==> config.mk <==
export PLATFORM = sky130hd
export DESIGN_NAME = frame_loader
export DESIGN_NICKNAME = d
export VERILOG_FILES = /design/src/rtl/frame_loader.sv
export SDC_FILE = /design/constraint.sdc
export NUM_CORES = 1
export LEC_CHECK = 0
export BUFFER_PORTS_ARGS = -buffer_cell sky130_fd_sc_hd__buf_4
export CORE_MARGIN = 2
export CORE_UTILIZATION = 55
export CTS_BUF_LIST = sky130_fd_sc_hd__clkbuf_8
export DETAILED_ROUTE_END_ITERATION = 8
export PLACE_DENSITY = 0.91
export SLEW_MARGIN = 20
export SYNTH_ARGS = -nofsm -noshare
export SYNTH_HDL_FRONTEND = slang
export SYNTH_SLANG_ARGS = --single-unit
export TNS_END_PERCENT = 1
==> constraint.sdc <==
create_clock -name clk -period 5.3 [get_ports clk]
set_input_delay 0.53 -clock clk [delete_from_list [all_inputs] [get_ports clk]]
set_output_delay 0.53 -clock clk [all_outputs]
set_load 0.1 [all_outputs]
==> src/rtl/frame_loader.sv <==
// frame_loader: moves one decoded instruction at a time into the execute frame.
// Sequence per instruction: accept (control fields + register-file read),
// operand capture, then frame held valid until execute consumes it.
// A load followed by a dependent instruction inserts a one-cycle stall;
// flush from execute cancels whatever is in flight.
// Optional feature: define STALL_COUNT_EN to add the 32-bit stallCount output.

`ifndef REGADDR_WIDTH
`define REGADDR_WIDTH 5
`endif

module frame_loader (
  input  logic                      clk,
  input  logic                      reset,
  input  logic                      decValid,
  output logic                      decReady,
  input  logic [`REGADDR_WIDTH-1:0] aLoc_in,
  input  logic [`REGADDR_WIDTH-1:0] bLoc_in,
  input  logic [`REGADDR_WIDTH-1:0] writeSelect_in,
  input  logic                      usesA,
  input  logic                      usesB,
  input  logic                      load_in,
  output logic                      rfReadEn,
  output logic [`REGADDR_WIDTH-1:0] rfAddrA,
  output logic [`REGADDR_WIDTH-1:0] rfAddrB,
  output logic                      ctrl_we,
  output logic                      opA_we,
  output logic                      opB_we,
  output logic                      bubble,
  output logic                      frameValid,
  input  logic                      exeReady,
  input  logic                      flush
`ifdef STALL_COUNT_EN
  ,
  output logic [31:0]               stallCount
`endif
);

  localparam int AW = `REGADDR_WIDTH;

  typedef enum logic [1:0] {
    IDLE  = 2'd0,
    READ  = 2'd1,
    VALID = 2'd2,
    STALL = 2'd3
  } state_t;

  state_t          state_q, state_d;
  logic            frame_valid_q, frame_valid_d;
  logic            last_load_q, last_load_d;
  logic [AW-1:0]   last_dest_q, last_dest_d;
  logic            uses_a_q, uses_a_d;
  logic            uses_b_q, uses_b_d;
  logic            load_q, load_d;
  logic [AW-1:0]   write_select_q, write_select_d;
`ifdef STALL_COUNT_EN
  logic [31:0]     stall_count_q, stall_count_d;
`endif

  logic            hazard;

  // Load-use hazard: the consumed load's destination is read by the incoming instruction.
  assign hazard = last_load_q && (last_dest_q != '0) &&
                  ((usesA && (aLoc_in == last_dest_q)) ||
                   (usesB && (bLoc_in == last_dest_q)));

  // Read addresses follow the decoder directly so data returns the cycle after acceptance.
  assign rfAddrA = aLoc_in;
  assign rfAddrB = bLoc_in;

  assign frameValid = frame_valid_q;
`ifdef STALL_COUNT_EN
  assign stallCount = stall_count_q;
`endif

  // Next-state, captured fields and same-cycle strobes; flush outranks everything.
  always_comb begin
    // NOTE: every signal assigned here gets a default first, so no path leaves one unassigned and no latch is inferred.
    state_d        = state_q;
    frame_valid_d  = frame_valid_q;
    last_load_d    = last_load_q;
    last_dest_d    = last_dest_q;
    uses_a_d       = uses_a_q;
    uses_b_d       = uses_b_q;
    load_d         = load_q;
    write_select_d = write_select_q;
`ifdef STALL_COUNT_EN
    stall_count_d  = stall_count_q;
`endif
    decReady = 1'b0;
    rfReadEn = 1'b0;
    ctrl_we  = 1'b0;
    opA_we   = 1'b0;
    opB_we   = 1'b0;
    bubble   = 1'b0;

    // While reset is high the strobes stay low; the flops are held by the async reset.
    if (!reset) begin
      if (flush) begin
        bubble        = 1'b1;
        state_d       = IDLE;
        frame_valid_d = 1'b0;
        last_load_d   = 1'b0;
      end else begin
        unique case (state_q)
          IDLE: begin
            decReady = !hazard;
            if (decValid && hazard) begin
              bubble      = 1'b1;
              state_d     = STALL;
              last_load_d = 1'b0;
`ifdef STALL_COUNT_EN
              stall_count_d = stall_count_q + 32'd1;
`endif
            end else if (decValid) begin
              ctrl_we        = 1'b1;
              rfReadEn       = 1'b1;
              uses_a_d       = usesA;
              uses_b_d       = usesB;
              load_d         = load_in;
              write_select_d = writeSelect_in;
              state_d        = READ;
            end
          end
          READ: begin
            opA_we        = uses_a_q;
            opB_we        = uses_b_q;
            state_d       = VALID;
            frame_valid_d = 1'b1;
          end
          VALID: begin
            if (exeReady) begin
              last_load_d   = load_q;
              last_dest_d   = write_select_q;
              state_d       = IDLE;
              frame_valid_d = 1'b0;
            end
          end
          STALL: begin
            state_d = IDLE;
          end
          default: state_d = IDLE;
        endcase
      end
    end
  end

  // State and captured fields; asynchronous reset discards any instruction in flight.
  always_ff @(posedge clk or posedge reset) begin
    if (reset) begin
      state_q        <= IDLE;
      frame_valid_q  <= 1'b0;
      last_load_q    <= 1'b0;
      last_dest_q    <= '0;
      uses_a_q       <= 1'b0;
      uses_b_q       <= 1'b0;
      load_q         <= 1'b0;
      write_select_q <= '0;
`ifdef STALL_COUNT_EN
      stall_count_q  <= '0;
`endif
    end else begin
      // NOTE: non-blocking assignments so every flop samples pre-edge values regardless of statement order.
      state_q        <= state_d;
      frame_valid_q  <= frame_valid_d;
      last_load_q    <= last_load_d;
      last_dest_q    <= last_dest_d;
      uses_a_q       <= uses_a_d;
      uses_b_q       <= uses_b_d;
      load_q         <= load_d;
      write_select_q <= write_select_d;
`ifdef STALL_COUNT_EN
      stall_count_q  <= stall_count_d;
`endif
    end
  end

endmodule

==> results.sh, run 1 <==
export IMPL_status="finished, final reports clean"
export IMPL_routed_wl_um=3180
export IMPL_dr_wl_met3_um=159
export IMPL_grt_pass1_vias=1141
export IMPL_grt_pass1_wl_um=5310
export IMPL_grt_remaining_overflow=0
export IMPL_synthAdderAreaFrac=0
export IMPL_first_pass_iters=4
export IMPL_cap_violations=0
export IMPL_clkTransAtPathRegs_ns=0.06
export IMPL_met1_length_um=1280
export IMPL_post_cts_buffers=0
export IMPL_fin_crit_sh=0.545
export IMPL_antenna_found_initial=0
export IMPL_core_area_mm2=0.00223
export IMPL_critPathSlowestCell="or3_1"
export IMPL_cts_tree="built"
export IMPL_synth_area_mux_share=0.0429
export IMPL_fin_ws_ns=2.41
export IMPL_synth_distinct_cells=34
export IMPL_worst_pin_slew_ns=0.774
export IMPL_syn_nets=167
export IMPL_numClockSinks=17
export IMPL_h_tree_depth=1
export IMPL_drv_slew=0
export IMPL_synth_area_mm2=0.00131
export IMPL_crit_fanout=18
export IMPL_place_ws_ns=2.44
export IMPL_initial_utilization=0.588
export IMPL_synth_avg_cell_area_um2=9.12
export IMPL_skew_ns=0.00183
export IMPL_finalSetupViolations=0
export IMPL_clockBufferDepth=2
export IMPL_die_h_um=52.9
export IMPL_fp_dieArea_mm2=0.00280
export IMPL_yosysTopAreaCell="dfrtp_1"
export IMPL_highest_layer="met4"
export IMPL_p_leak_nw=0.651
export IMPL_grt_max_degree=23
export IMPL_drive_gt1_frac=0.325
export IMPL_ir_drop_uv=280
export IMPL_nFillCells=176
export IMPL_gp_congestion=0.807
export IMPL_ys_ff_latch=17
export IMPL_cts_root_buffer_cell="clkbuf_8"
export IMPL_grt_usage=0.259
export IMPL_row_count=17
export IMPL_synth_seq_area_share=0.324
export IMPL_synthCells=144
export IMPL_cts_hold_buffers=0
export IMPL_route_detailed_drc=0
export IMPL_vias_per_cell=6.27
export IMPL_cp_cell_sequence="or3_1 -> or2_0 -> a21oi_1 -> buf_4"
export IMPL_power_density_mw_per_mm2=393
export IMPL_portBuffers=39
export IMPL_hold_path_class="in2async"
export IMPL_num_io_pins=40
export IMPL_nNetsFinal=190
export IMPL_fmax_mhz=346
export IMPL_synth_top_area_share=0.324
export IMPL_vias=1217
export IMPL_critical_path_class="reg2out"
export IMPL_yosysWarnings=0
export IMPL_hold_viol=0
export IMPL_synthSimpleGateAreaFrac=0.147
export IMPL_wl_met2_um=1720
export IMPL_cts_resized_gates=0
export IMPL_antennaDiodeCount=0
export IMPL_cp_required_ns=4.77
export IMPL_critPathMaxStageDelay_ns=0.58
export IMPL_drt_iter0_drc=49
export IMPL_cts_made_buffers=3
export IMPL_synthXorXnorAreaFrac=0.0667
export IMPL_end_kind="output port"
export IMPL_syn2layout_area_growth_pct=18.8
export IMPL_relSlewSlack=0.480
export IMPL_place_detailed_hpwl_um=2400
export IMPL_rsz0062_at_grt="no"
export IMPL_die_w_um=52.9
export IMPL_worst_endpoint_arrival_ns=2.36
export IMPL_post_drt_wl_per_cell_um=16.4
export IMPL_tns_ns=0
export IMPL_startpoint_type="register"
export IMPL_clk_latency_ns=0.25
export IMPL_synth_top_family_by_area="compound AO/OA/AOI/OAI gates"
export IMPL_synth_compound_area_frac=0.298
export IMPL_fin_crit_ns=2.89
export IMPL_drtAntennaViolNets=0
export IMPL_yosys_top_cells_area="dfrtp_1 (32%), xnor2_1 (6.7%), buf_4 (6.3%)"
-- synthesized netlist by cell type (all sizes together) --
cell type	number
or2	1
inv	9
a211oi	1
nor3	11
nor4bb	1
nor3b	1
a32o	1
a2bb2oi	1
a22oi	1
a21oi	5
buf	17
and3	2
or3	1
dfrtp	17
nand2	11
mux2	5
o211ai	10
or4	1
o22ai	1
clkbuf	4
nand4	2
o31a	8
o221ai	8
o22a	1
o21ai	9
xnor2	10
nand3b	1
nor2	1
a41o	1
nand2b	2
-- final cells by class --
class,count,area (um^2),area share
multi-input combinational,97,728,0.467
sequential,17,425,0.273
timing repair buffer,39,293,0.188
clock buffer,3,41.3,0.0265
tap,28,35.0,0.0225
inverter,9,33.8,0.0217
clock inverter,1,3.75,0.00241
-- cell usage in the layout (no fill, tap or decap) --
cell type,synthesis,routed
inv_1,9,10
nand2b_1,2,2
o211ai_1,8,8
o22ai_4,1,1
nand4_2,1,1
a41o_1,1,1
dfrtp_1,17,17
o211ai_4,2,2
buf_4,11,39
a211oi_2,1,1
nor3_1,11,11
and3_1,2,2
o21ai_0,9,9
a22oi_1,1,1
or3_1,1,1
a21oi_1,5,5
or2_0,1,1
nor4bb_1,1,1
clkbuf_8,0,3
a32o_1,1,1
nand4_1,1,1
o22a_2,1,1
mux2_2,5,5
nor2_1,1,1
a2bb2oi_1,1,1
nor3b_1,1,1
or4_4,1,1
xnor2_1,10,10
o31a_1,8,8
nand2_1,11,11
nand3b_1,1,1
o221ai_1,8,8
-- logic make-up (layout without fill, tap and decap cells) --
| family | Yosys count | after routing |
|---|---|---|
| AOI/OAI and AO/OA | 47 | 47 |
| and+or+nand+nor | 35 | 35 |
| buffers and inverters | 30 | 52 |
| DFF | 17 | 17 |
| xor gates and xnor gates | 10 | 10 |
| muxes | 5 | 5 |
-- metrics by stage --
step	total power [mW]	instances	area (um^2)	hold WS, ns	util
2_1_floorplan	0.460	144	1310	0.495	-
3_3_place_gp	0.505	190	1520	0.521	0.678
3_5_place_dp	0.519	190	1520	0.528	0.678
4_1_cts	0.613	194	1560	0.458	0.699
5_1_grt	0.651	194	1560	0.524	0.699
6_report	0.613	194	1560	0.452	0.699
-- final timing paths --
path / startpoint / end / slack (ns) / cells after the start
max in group asynchronous: reset / write_select_q[2] / 4.39 / 2
hold reg to reg: write_select_q[3] / last_dest_q[3] / 0.55 / 1
min in group clk: decValid / state_q[1] / 0.53 / 2
setup reg to reg: state_q[1] / uses_b_q / 3.25 / 4
hold / removal: reset / frameValid / 0.45 / 2
setup / recovery: state_q[1] / rfReadEn / 2.41 / 4
-- registers in the layout (all words and copies together), names as in the netlist --
| name | flops |
|---|---|
| load_q | 1 |
| write_select_q | 5 |
| last_load_q | 1 |
| uses_a_q | 1 |
| last_dest_q | 5 |
| state_q | 2 |
| frameValid | 1 |
| uses_b_q | 1 |
-- critical path: cells and delay by family, from the launching register on --
| family | cells | cell delay, ns |
|---|---|---|
| buf+inv | 1 | 0.32 |
| simple gates | 2 | 1.09 |
| flops | 1 | 0.45 |
| compound gates | 1 | 0.24 |
-- where the power goes --
group | internal [mW] | switching, mW
combinational | 0.116 | 0.170
clock | 0.0514 | 0.0419
sequential | 0.170 | 0.0640
total | 0.337 | 0.276
-- routing by layer --
metal  track usage  up-vias
met4        0.0470        0
met3        0.0593        7
met5             0        -
met2         0.458       49
met1         0.322      593
li1              -      568
Power figures use the tool's default switching activity.
==> inputs of run 2 (changes only) <==
--- a/config.mk
+++ b/config.mk
@@ -5,12 +5,13 @@
 export SDC_FILE = /design/constraint.sdc
 export NUM_CORES = 1
 export LEC_CHECK = 0
+export ABC_AREA = 1
 export BUFFER_PORTS_ARGS = -buffer_cell sky130_fd_sc_hd__buf_4
 export CORE_MARGIN = 2
-export CORE_UTILIZATION = 55
+export CORE_UTILIZATION = 46
 export CTS_BUF_LIST = sky130_fd_sc_hd__clkbuf_8
 export DETAILED_ROUTE_END_ITERATION = 8
-export PLACE_DENSITY = 0.91
+export PLACE_DENSITY = 0.83
 export SLEW_MARGIN = 20
 export SYNTH_ARGS = -nofsm -noshare
 export SYNTH_HDL_FRONTEND = slang
==> constraint.sdc (replaced) <==
create_clock -name clk -period 2.5 [get_ports clk]
set_input_delay 0.25 -clock clk [delete_from_list [all_inputs] [get_ports clk]]
set_output_delay 0.25 -clock clk [all_outputs]
set_load 0.1 [all_outputs]
==> results.sh, run 2 <==
export IMPL_final_cell_mix="nand2_1 (51), buf_4 (40), inv_1 (28), dfrtp_1 (17), nor2_1 (16)"
export IMPL_die_w_um=53.9
export IMPL_yosys_top_cells_area="dfrtp_1 (37%), nand2_1 (17%), inv_1 (8.9%)"
export IMPL_drv_slew=0
export IMPL_critical_path_class="reg2out"
export IMPL_synthCells=165
export IMPL_synth_avg_cell_area_um2=6.93
export IMPL_yosysTopAreaCell="dfrtp_1"
export IMPL_synth_ff_type="dfrtp_1"
export IMPL_post_cts_buffers=0
export IMPL_synth_top_cells_by_count="nand2_1 (51), inv_1 (27), dfrtp_1 (17)"
export IMPL_clkTransAtPathRegs_ns=0.07
export IMPL_layout_commonest_cell="nand2_1"
export IMPL_place_inst=223
export IMPL_yosysWarnings=0
export IMPL_rsz0062_at_grt="no"
export IMPL_startpoint_type="register"
export IMPL_vias_per_cell=4.59
export IMPL_yosysMostFrequentCell="nand2_1"
export IMPL_drt_iter0_drc=24
export IMPL_worst_endpoint_arrival_ns=1.80
export IMPL_cts_made_buffers=3
export IMPL_grt_max_degree=18
export IMPL_tns_ns=0
export IMPL_grt_usage=0.178
export IMPL_post_drt_wl_per_cell_um=9.96
export IMPL_place_detailed_hpwl_um=1780
export IMPL_initial_utilization=0.475
export IMPL_first_pass_iters=4
export IMPL_fmax_mhz=488
export IMPL_portBuffers=39
export IMPL_cts_tree="built"
export IMPL_synth_top_area_share=0.372
export IMPL_hold_path_class="in2async"
export IMPL_numClockSinks=17
export IMPL_finalSetupViolations=0
export IMPL_worst_pin_slew_ns=0.482
export IMPL_whs_ns=0.0491
export IMPL_drtAntennaViolNets=0
export IMPL_skew_ns=0.00261
export IMPL_final_cells=227
export IMPL_h_tree_depth=1
export IMPL_route_detailed_drc=0
export IMPL_fin_util=0.591
export IMPL_row_count=18
export IMPL_cp_required_ns=2.25
export IMPL_die_h_um=53.9
export IMPL_post_dp_cell_area_mm2=0.00138
export IMPL_status="finished, final reports clean"
export IMPL_antenna_found_initial=0
export IMPL_power_total_mw=1.35
export IMPL_synth_seq_area_share=0.372
export IMPL_grt_remaining_overflow=0
export IMPL_power_density_mw_per_mm2=948
export IMPL_gp_congestion=0.781
export IMPL_clockBufferDepth=2
export IMPL_fin_ws_ns=0.451
export IMPL_syn2layout_area_growth_pct=24.5
export IMPL_num_io_pins=40
export IMPL_cap_violations=0
export IMPL_async_flop_share=1.00
export IMPL_nNetsFinal=221
export IMPL_crit_fanout=17
export IMPL_cts_hold_buffers=0
export IMPL_antennaDiodeCount=0
export IMPL_drive_gt1_frac=0.310
export IMPL_grt_pass1_wl_um=3660
export IMPL_top_regs="last_dest_q: 5 flops, write_select_q: 5 flops, state_q: 2 flops"
export IMPL_fin_crit_sh=0.820
export IMPL_cts_resized_gates=0
export IMPL_ir_drop_uv=642
export IMPL_end_kind="output port"
export IMPL_synth_distinct_cells=20
export IMPL_vias=1041
export IMPL_design_area_mm2=0.00142
export IMPL_routed_wl_um=2260
export IMPL_ys_ff_latch=17
export IMPL_hold_viol=0
export IMPL_syn_nets=188
export IMPL_synth_enable_flop_cells=0
export IMPL_fp_dieArea_mm2=0.00290
export IMPL_fin_crit_ns=2.05
export IMPL_cts_root_buffer_cell="clkbuf_8"
export IMPL_grt_pass1_vias=900
export IMPL_place_ws_ns=0.726
export IMPL_p_leak_nw=0.832
export IMPL_synth_area_mm2=0.00114
export IMPL_clk_latency_ns=0.25
export IMPL_relSlewSlack=0.678
export IMPL_core_area_mm2=0.00241
-- run 2: cell families after synthesis --
| family | after synthesis | synth area share |
|---|---|---|
| buffers and inverters | 45 | 0.200 |
| AO/OA/AOI/OAI | 21 | 0.118 |
| AND/OR/NAND/NOR | 82 | 0.310 |
| flip-flops | 17 | 0.372 |
-- run 2: layer usage --
layer  vias to the layer above  routed length [um]  share of wire  track usage
met4                         0                  59          0.026       0.0897
li1                        555                   -              -            -
met3                         7                 134          0.059       0.0278
met1                       446                 996           0.44        0.226
met2                        33                1070           0.47        0.291
met5                         -                   0              0            0
-- run 2: area by class of cell --
class | count | area, um^2
Fill cell | 231 | 986
Multi-Input combinational cell | 103 | 489
Sequential cell | 17 | 425
Timing Repair Buffer | 40 | 300
Inverter | 33 | 126
Clock buffer | 3 | 41.3
Tap cell | 30 | 37.5
Clock inverter | 1 | 3.75
-- run 2: report_power, final --
part	switching (mW)	internal [mW]
clock network	0.0943	0.109
logic	0.470	0.202
registers	0.0794	0.395
-- run 2: final timing paths --
check	depth (start not counted)	startpoint	to	slack (ns)
setup / recovery	4	state_q[1]	rfReadEn	0.45
hold / removal	3	reset	frameValid	0.05
setup reg to reg	6	state_q[1]	state_q[1]	1.00
hold reg to reg	2	write_select_q[0]	write_select_q[0]	0.49
max in group asynchronous	3	reset	write_select_q[3]	2.26
min in group clk	3	writeSelect_in[0]	write_select_q[0]	0.19
-- run 2: critical path: stages, from the launching register on --
cell and delay (ns):
dfrtp_1 0.41, nor2_1 0.41, nand4_4 0.17, inv_4 0.21, buf_4 0.33
==> inputs of run 3 (changes only) <==
--- a/config.mk
+++ b/config.mk
@@ -5,13 +5,13 @@
 export SDC_FILE = /design/constraint.sdc
 export NUM_CORES = 1
 export LEC_CHECK = 0
-export ABC_AREA = 1
+export ABC_AREA = 0
 export BUFFER_PORTS_ARGS = -buffer_cell sky130_fd_sc_hd__buf_4
 export CORE_MARGIN = 2
-export CORE_UTILIZATION = 46
+export CORE_UTILIZATION = 53
 export CTS_BUF_LIST = sky130_fd_sc_hd__clkbuf_8
 export DETAILED_ROUTE_END_ITERATION = 8
-export PLACE_DENSITY = 0.83
+export PLACE_DENSITY = 0.88
 export SLEW_MARGIN = 20
 export SYNTH_ARGS = -nofsm -noshare
 export SYNTH_HDL_FRONTEND = slang
==> constraint.sdc (replaced) <==
create_clock -name clk -period 2.1 [get_ports clk]
set_input_delay 0.21 -clock clk [delete_from_list [all_inputs] [get_ports clk]]
set_output_delay 0.21 -clock clk [all_outputs]
set_load 0.1 [all_outputs]
==> results.sh, run 3 (synthesis gave the netlist of run 1 again) <==
export IMPL_rsz0062_at_grt="yes"
export IMPL_vias=1315
export IMPL_final_cell_mix="buf_4 (49), dfrtp_1 (17), nand2_1 (11), nor3_1 (11)"
export IMPL_fin_crit_ns=2.26
export IMPL_finalSetupViolations=4
export IMPL_clkTransAtPathRegs_ns=0.07
export IMPL_cts_root_buffer_cell="clkbuf_8"
export IMPL_fmax_mhz=442
export IMPL_final_cells=210
export IMPL_status="finished, violations left"
export IMPL_nNetsFinal=204
export IMPL_hold_viol=0
export IMPL_cp_cell_sequence="or4_4 -> o211ai_4 -> o22ai_4 -> a211oi_4 -> buf_12"
export IMPL_crit_fanout=5
export IMPL_grt_max_degree=19
export IMPL_cts_tree="built"
export IMPL_cts_made_buffers=3
export IMPL_drt_iter0_drc=51
export IMPL_cts_hold_buffers=0
export IMPL_fin_crit_sh=1.08
export IMPL_post_dp_cell_area_mm2=0.00164
export IMPL_clockBufferDepth=2
export IMPL_antenna_found_initial=0
export IMPL_cap_violations=0
export IMPL_worst_endpoint_arrival_ns=2.05
export IMPL_die_h_um=53.8
export IMPL_hold_path_class="in2async"
export IMPL_clk_latency_ns=0.26
export IMPL_syn2layout_area_growth_pct=30.2
export IMPL_cp_required_ns=1.89
export IMPL_drtAntennaViolNets=0
export IMPL_whs_ns=0.0645
export IMPL_grt_usage=0.269
export IMPL_vias_per_cell=6.26
export IMPL_top_regs="last_dest_q: 5 flops, write_select_q: 5 flops, state_q: 2 flops"
export IMPL_relSlewSlack=0.698
export IMPL_fp_dieArea_mm2=0.00289
export IMPL_violations="setup timing"
export IMPL_grt_remaining_overflow=0
export IMPL_power_density_mw_per_mm2=992
export IMPL_h_tree_depth=1
export IMPL_critPathSlowestCell="or4_4"
export IMPL_ir_drop_uv=761
export IMPL_grt_pass1_vias=1235
export IMPL_startpoint_type="register"
export IMPL_numClockSinks=17
export IMPL_routed_wl_um=3450
export IMPL_num_io_pins=40
export IMPL_worst_pin_slew_ns=0.450
export IMPL_drv_slew=0
export IMPL_row_count=18
export IMPL_route_detailed_drc=0
export IMPL_initial_utilization=0.545
export IMPL_place_detailed_hpwl_um=2530
export IMPL_core_area_mm2=0.00241
export IMPL_post_drt_wl_per_cell_um=16.4
export IMPL_skew_ns=0.00380
export IMPL_gp_congestion=0.776
export IMPL_antennaDiodeCount=0
export IMPL_die_w_um=53.8
export IMPL_critical_path_class="reg2out"
export IMPL_grt_pass1_wl_um=5630
export IMPL_critPathMaxStageDelay_ns=0.58
export IMPL_end_kind="output port"
export IMPL_tns_ns=-0.523
export IMPL_p_leak_nw=0.726
export IMPL_place_inst=206
export IMPL_layout_commonest_cell="buf_4"
export IMPL_place_ws_ns=0.0645
export IMPL_fin_ws_ns=-0.164
export IMPL_design_area_mm2=0.00171
export IMPL_portBuffers=39
export IMPL_drive_gt1_frac=0.383
export IMPL_first_pass_iters=4
==> run 3: routing by layer <==
layer / routed length, um / vias to the layer above / GRT usage
met5: 0 / - / 0
met4: 79 / 0 / 0.124
met3: 286 / 9 / 0.0444
met2: 1700 / 86 / 0.453
met1: 1390 / 621 / 0.333
li1: - / 599 / -
==> run 3: final timing paths <==
kind                                   startpoint              to  slack, ns  cells after the start
max in group asynchronous                   reset  last_dest_q[0]       1.84                      3
min in group clk                         decValid      state_q[1]       0.21                      2
worst max register to register     last_dest_q[1]        uses_a_q       0.20                      5
worst max-delay path               last_dest_q[1]        decReady      -0.16                      5
worst min-delay path                        reset        uses_b_q       0.06                      3
worst min register to register  write_select_q[0]  last_dest_q[0]       0.54                      1
==> run 3: timing repair <==
action	in CTS	in global routing
gates resized for setup	6	0
endpoints found under the setup margin	4	4
buffers inserted	0	0
==> run 3: layout make-up <==
cell class                      count  area (um^2)
Inverter                            9         33.8
Tap cell                           30         37.5
Sequential cell                    17          425
Clock buffer                        3         41.3
Clock inverter                      1         3.75
Multi-Input combinational cell     97          747
Timing Repair Buffer               53          422
Fill cell                         180          699
==> run 3: power by group <==
part           switching, mW  total (mW)  internal [mW]
registers              0.104       0.535          0.431
clock network          0.119       0.249          0.130
logic                  0.529       0.913          0.384
total                  0.752        1.70          0.945
==> run 3: per-stage QoR <==
step	total power [mW]	util
final	1.70	0.710
after global routing	1.79	0.710
after CTS	1.69	0.710
after detailed placement	1.43	0.681
after global placement	1.38	0.681
after floorplan	1.17	-
==> run 3: critical path: cells and delay by family (launching register included) <==
kind | cells | cell delay [ns]
compound gates | 3 | 0.62
simple gates | 1 | 0.58
flops | 1 | 0.38
buf+inv | 1 | 0.21
